`config.mk`:
```
export PLATFORM = sky130hd
export DESIGN_NAME = sample_bus_sequencer
export DESIGN_NICKNAME = d
export VERILOG_FILES = /design/src/rtl/sample_bus_sequencer.sv
export SDC_FILE = /design/constraint.sdc
export NUM_CORES = 1
export LEC_CHECK = 0
export CELL_PAD_IN_SITES_DETAIL_PLACEMENT = 0
export CELL_PAD_IN_SITES_GLOBAL_PLACEMENT = 1
export CORE_MARGIN = 10
export CORE_UTILIZATION = 45
export CTS_BUF_LIST = sky130_fd_sc_hd__clkbuf_8
export CTS_CLUSTER_DIAMETER = 60
export CTS_CLUSTER_SIZE = 28
export DETAILED_ROUTE_END_ITERATION = 12
export PLACE_DENSITY = 0.88
export SYNTH_ARGS = -nofsm -noshare
export SYNTH_HDL_FRONTEND = slang
export SYNTH_SLANG_ARGS = --single-unit
```
`constraint.sdc`:
```
create_clock -name clk -period 3.4 [get_ports clk]
set_input_delay 0.68 -clock clk [delete_from_list [all_inputs] [get_ports clk]]
set_output_delay 0.68 -clock clk [all_outputs]
set_load 0.005 [all_outputs]
```
`src/rtl/sample_bus_sequencer.sv`:
```
// Round-robin sampler for the shared wired-OR sample bus: strobes each table
// channel in turn, captures the bus after a fixed latency and pushes it to the FIFO.
module sample_bus_sequencer #(
  parameter int POSITION       = 242,
  parameter int TABLE_DEPTH    = 16,
  parameter int SAMPLE_LATENCY = 2
) (
  input  logic        clk,
  input  logic        rst,
  input  logic        cmd_bus_en,
  input  logic        cmd_bus_wr,
  input  logic [15:0] cmd_bus_addr,
  input  logic [31:0] cmd_bus_data,
  output logic [7:0]  channel_select,
  output logic        output_sample,
  input  logic [31:0] sample_data,
  output logic [31:0] fifo_din,
  output logic        fifo_wr_en,
  input  logic        fifo_full,
  output logic        running,
  output logic [15:0] overflow_count
);

  localparam int IW = $clog2(TABLE_DEPTH);
  localparam int CW = IW + 1;
  localparam int LW = $clog2(SAMPLE_LATENCY + 1);

  localparam logic [7:0] OP_ADD    = 8'h01;
  localparam logic [7:0] OP_CLEAR  = 8'h02;
  localparam logic [7:0] OP_START  = 8'h03;
  localparam logic [7:0] OP_STOP   = 8'h04;
  localparam logic [7:0] OP_CLRCNT = 8'h05;

  localparam logic [2:0] S_IDLE    = 3'd0;
  localparam logic [2:0] S_SELECT  = 3'd1;
  localparam logic [2:0] S_WAIT    = 3'd2;
  localparam logic [2:0] S_CAPTURE = 3'd3;
  localparam logic [2:0] S_PUSH    = 3'd4;

  logic [7:0]    chan_table [TABLE_DEPTH];
  logic [CW-1:0] count;
  logic [IW-1:0] index;
  logic [IW-1:0] index_next;
  logic [2:0]    state;
  logic [LW-1:0] wait_cnt;
  logic [7:0]    chan;
  logic          run_q;
  logic [15:0]   ovf_q;
  logic [31:0]   din_q;

  logic       cmd_hit;
  logic [7:0] opcode;
  logic [7:0] arg;
  logic       do_add;
  logic       do_clear;
  logic       do_start;
  logic       do_stop;
  logic       do_clrcnt;
  logic       table_room;
  logic       unused_cmd_bits;

  function automatic logic [15:0] sat_inc(input logic [15:0] v);
    return (v == 16'hFFFF) ? v : v + 16'd1;
  endfunction

  function automatic logic [IW-1:0] wrap_index(input logic [IW-1:0] idx,
                                               input logic [CW-1:0] cnt);
    logic [CW-1:0] nxt;
    nxt = {1'b0, idx} + CW'(1);
    return (nxt >= cnt) ? '0 : nxt[IW-1:0];
  endfunction

  assign cmd_hit    = cmd_bus_en && cmd_bus_wr && (cmd_bus_addr == 16'(POSITION));
  assign opcode     = cmd_bus_data[31:24];
  assign arg        = cmd_bus_data[7:0];
  assign do_add     = cmd_hit && (opcode == OP_ADD);
  assign do_clear   = cmd_hit && (opcode == OP_CLEAR);
  assign do_start   = cmd_hit && (opcode == OP_START);
  assign do_stop    = cmd_hit && (opcode == OP_STOP);
  assign do_clrcnt  = cmd_hit && (opcode == OP_CLRCNT);
  assign table_room = (count < CW'(TABLE_DEPTH));
  assign index_next = wrap_index(index, count);

  assign unused_cmd_bits = ^cmd_bus_data[23:8];

  // Table storage carries no reset; count alone defines which entries are valid.
  always_ff @(posedge clk) begin
    if (do_add && table_room) begin
      chan_table[count[IW-1:0]] <= arg;
    end
  end

  always_ff @(posedge clk or posedge rst) begin
    if (rst) begin
      count    <= '0;
      index    <= '0;
      state    <= S_IDLE;
      wait_cnt <= '0;
      chan     <= 8'hFF;
      run_q    <= 1'b0;
      ovf_q    <= 16'd0;
      din_q    <= 32'd0;
    end else begin
      if (do_clear) begin
        count <= '0;
      end else if (do_add && table_room) begin
        count <= count + CW'(1);
      end

      if (do_clear || do_stop) begin
        run_q <= 1'b0;
      end else if (do_start && (count != '0)) begin
        run_q <= 1'b1;
      end

      // CLRCNT takes priority over a drop counted in the same cycle.
      if (do_clrcnt) begin
        ovf_q <= 16'd0;
      end else if ((state == S_PUSH) && fifo_full) begin
        ovf_q <= sat_inc(ovf_q);
      end

      case (state)
        S_IDLE: begin
          if (run_q) begin
            state <= S_SELECT;
            chan  <= chan_table[index];
          end
        end
        S_SELECT: begin
          state    <= S_WAIT;
          wait_cnt <= LW'(SAMPLE_LATENCY - 1);
        end
        S_WAIT: begin
          if (wait_cnt == '0) begin
            state <= S_CAPTURE;
          end else begin
            wait_cnt <= wait_cnt - LW'(1);
          end
        end
        S_CAPTURE: begin
          din_q <= sample_data;
          state <= S_PUSH;
        end
        S_PUSH: begin
          if (run_q) begin
            state <= S_SELECT;
            chan  <= chan_table[index_next];
          end else begin
            state <= S_IDLE;
          end
        end
        default: state <= S_IDLE;
      endcase

      // The channel for the next slot is latched above from index_next, so
      // CLEAR only has to force the stored index back to the table start.
      if (do_clear) begin
        index <= '0;
      end else if (state == S_PUSH) begin
        index <= index_next;
      end
    end
  end

  assign channel_select = (state == S_IDLE) ? 8'hFF : chan;
  assign output_sample  = (state == S_SELECT);
  assign fifo_wr_en     = (state == S_PUSH) && !fifo_full;
  assign fifo_din       = din_q;
  assign running        = run_q;
  assign overflow_count = ovf_q;

endmodule

```
==> run metrics <==
Main synth FF type=edfxtp_1; post-DP HPWL=roughly 19 mm; Slew Viols, Final=0; crit start category=flop; I/O pin count=144; Power per Cell Area=~400 nW/µm²; met3 wire len=around 2.2 mm; largest net degree at the start of global routing=72; design area=approximately 12000 µm²; Fin. Hold Viols=0; WL per Instance=between 20 and 25 µm; GRT Total Usage=18.8%; CTS Buffer Depth=2; DIE AREA=between 20000 and 30000 µm²; DRC violations left=0; H-tree levels=4; hold crit path type=flop to flop; Avg Inst Size Synth=between 10 and 15 µm²; Ys Warns=0; unrepaired setup endpoints after global routing=false; Routed met2 length=between 10 and 15 mm; number of global-route vias before repair=6842; initial antenna violation count=0; DRT met1 WL=about 10 mm; fraction of registers with async set/reset=between 30% and 40%; Leakage=roughly 4.4 nW; count leader, synth=nand2_1; FMAX=approximately 0.31 GHz; total CTS buffers=17; crit share post-route=94.6%; Distinct cells, synth=between 60 and 70; synthesized area=about 9600 µm²; MaxCap Viol Count=0; Detailed Routing Iterations Pass 1=7; Setup Skew=0.0129 ns; Die W=~170 µm; Synth Instances=about 760; final count of negative-setup-slack endpoints=0; slew margin rel.=between 30% and 40%; Post-CTS Setup Repair Bufs=0; total grt overflow=0; starting density of the core=a little under half; status=finished, final reports clean; post-synthesis sequential area ratio=roughly three fifths; Vias/cell=between 5 and 6; Rows=between 50 and 60; top cells by count, synth=130 x nand2_1, 128 x edfxtp_1, 63 x dfrtp_1, 49 x nor2_1, 41 x mux4_2; DRT antenna net count=0; total number of vias=about 6.9k; Die H=between 150 and 200 µm; number of flops mapped to enable cells by yosys=roughly 130; Critical Path AT=between 2 and 3 ns; fin nets=999; measured slew at the worst slew-check pin=1.04 ns; crit path kind=flop to output port; CP max-delay cell=nor3_1; Tmin final=around 3.2 ns; Hold-fix buffers, CTS=0; Yosys reg bits=just under 200; Setup crit end kind=output port; top sig layer=met4; crit-path cells=nor3_1 > or2_2 > clkdlybuf4s50_1; layout cells sized above 1=between 10% and 20%; CTS tree=built; CP required=roughly 2.7 ns; Yosys top cell by area=edfxtp_1; synthesis-to-layout area growth=22.3%; port bufs=around 130; Iter 0 DRT Violations=843; core area=about 21000 µm²; worst vdd ir=0.000232 V; CTS root buf=clkbuf_8; CP max FO=12; final WL=~26 mm; clock sink total=around 200; ANT cells=0; Fin Setup TNS=0 ns; latest clock arrival within the worst-skew pair=0.48 ns; Clock Pin Slew Worst Setup and Hold Paths=~0.10 ns; RePlAce Congestion=about 0.9; synth top area cells=edfxtp_1 40%, dfrtp_1 17%, mux4_2 9.7%; top-area cell type share of the netlist area=40.2%; first-pass GRT wire length=just over 40 mm; largest stage delay on the critical path=around 0.76 ns; placed cell area=between 10000 and 15000 µm²; Post-Syn Nets=roughly 860
==> worst max-delay path: cells and delay by family, from the launching register on <==
family / cells / cell delay, ns
DFF: 1 / 0.52
and+or+nand+nor: 2 / 1.02
buffers and inverters: 1 / 0.52
==> power breakdown <==
| part | leakage [nW] | internal [mW] | switching, mW |
|---|---|---|---|
| logic | 2.24 | 0.286 | 0.187 |
| registers | 1.91 | 2.60 | 0.0370 |
| clock network | 0.203 | 0.660 | 0.849 |
==> placed cells by master (no fill, tap or decap), types with 11 or more instances in the layout <==
cell type,n
clkbuf_8,17
nand3_1,16
o21ai_0,15
buf_4,38
a221o_1,14
dfrtp_1,61
nand2_1,130
a31oi_1,14
mux4_2,41
a21oi_1,30
ha_1,12
edfxtp_1,128
o22ai_1,15
inv_1,23
xor2_1,11
nor2_1,49
clkdlybuf4s50_1,127
==> flip-flops by register name, summed over array words and instances, names as in the netlist <==
name	cells
chan_table	128
fifo_din	32
overflow_count	16
chan	8
count	5
index	4
state	3
wait_cnt	2
running	1
==> routing by layer <==
metal | track usage (%) | vias up
li1 | - | 3144
met1 | 24.5 | 3393
met2 | 31.3 | 331
met3 | 2.86 | 34
met4 | 6.05 | 0
met5 | 0 | -
==> stage by stage <==
stage | cells | util [%] | power, mW | worst slack [ns] | hold slack, ns
after floorplan | 762 | - | 2.85 | 0.451 | 0.470
after global placement | 1158 | 53.9 | 3.16 | 0.284 | 0.457
after detailed placement | 1158 | 53.9 | 3.17 | 0.300 | 0.462
after CTS | 1190 | 55.7 | 4.65 | 0.114 | 0.486
after global routing | 1190 | 55.7 | 4.79 | 0.00753 | 0.509
final | 1190 | 55.7 | 4.62 | 0.183 | 0.482
==> cell families (layout without fill, tap and decap cells) <==
| group | after synthesis | after routing | synth area share, % |
|---|---|---|---|
| and+or+nand+nor | 272 | 272 | 13.4 |
| DFF | 199 | 199 | 58.9 |
| AOI/OAI and AO/OA | 134 | 134 | 9.93 |
| buffers and inverters | 68 | 221 | 2.88 |
| muxes | 57 | 57 | 11.4 |
| xor gates and xnor gates | 20 | 20 | 1.83 |
| adders and majority gates | 12 | 12 | 1.57 |
==> final cells by class <==
class / count / area [µm²]
fill: 1778 / 9270
sequential: 199 / 5630
multi-input combinational: 495 / 3650
timing repair buffer: 166 / 1580
tap: 275 / 344
clock buffer: 17 / 234
clock inverter: 15 / 153
inverter: 23 / 86.3
==> what timing repair did <==
action                                 in CTS  in global routing
setup endpoints to repair                   0                  1
resized for setup                           0                  1
endpoints found under the hold margin       0                  0
==> final timing paths <==
kind,startpoint,endpoint,slack (ns),depth (start not counted)
worst max-delay path,state[0],channel_select[2],0.18,3
worst min-delay path,fifo_din[25],fifo_din[25],0.48,2
worst max register to register,index[0],chan[3],0.27,10
worst min register to register,fifo_din[25],fifo_din[25],0.48,2
max in group asynchronous,rst,chan[7],2.47,3
min in group asynchronous,rst,fifo_din[21],0.60,3
Note: power is estimated with default switching activity, not from simulation.
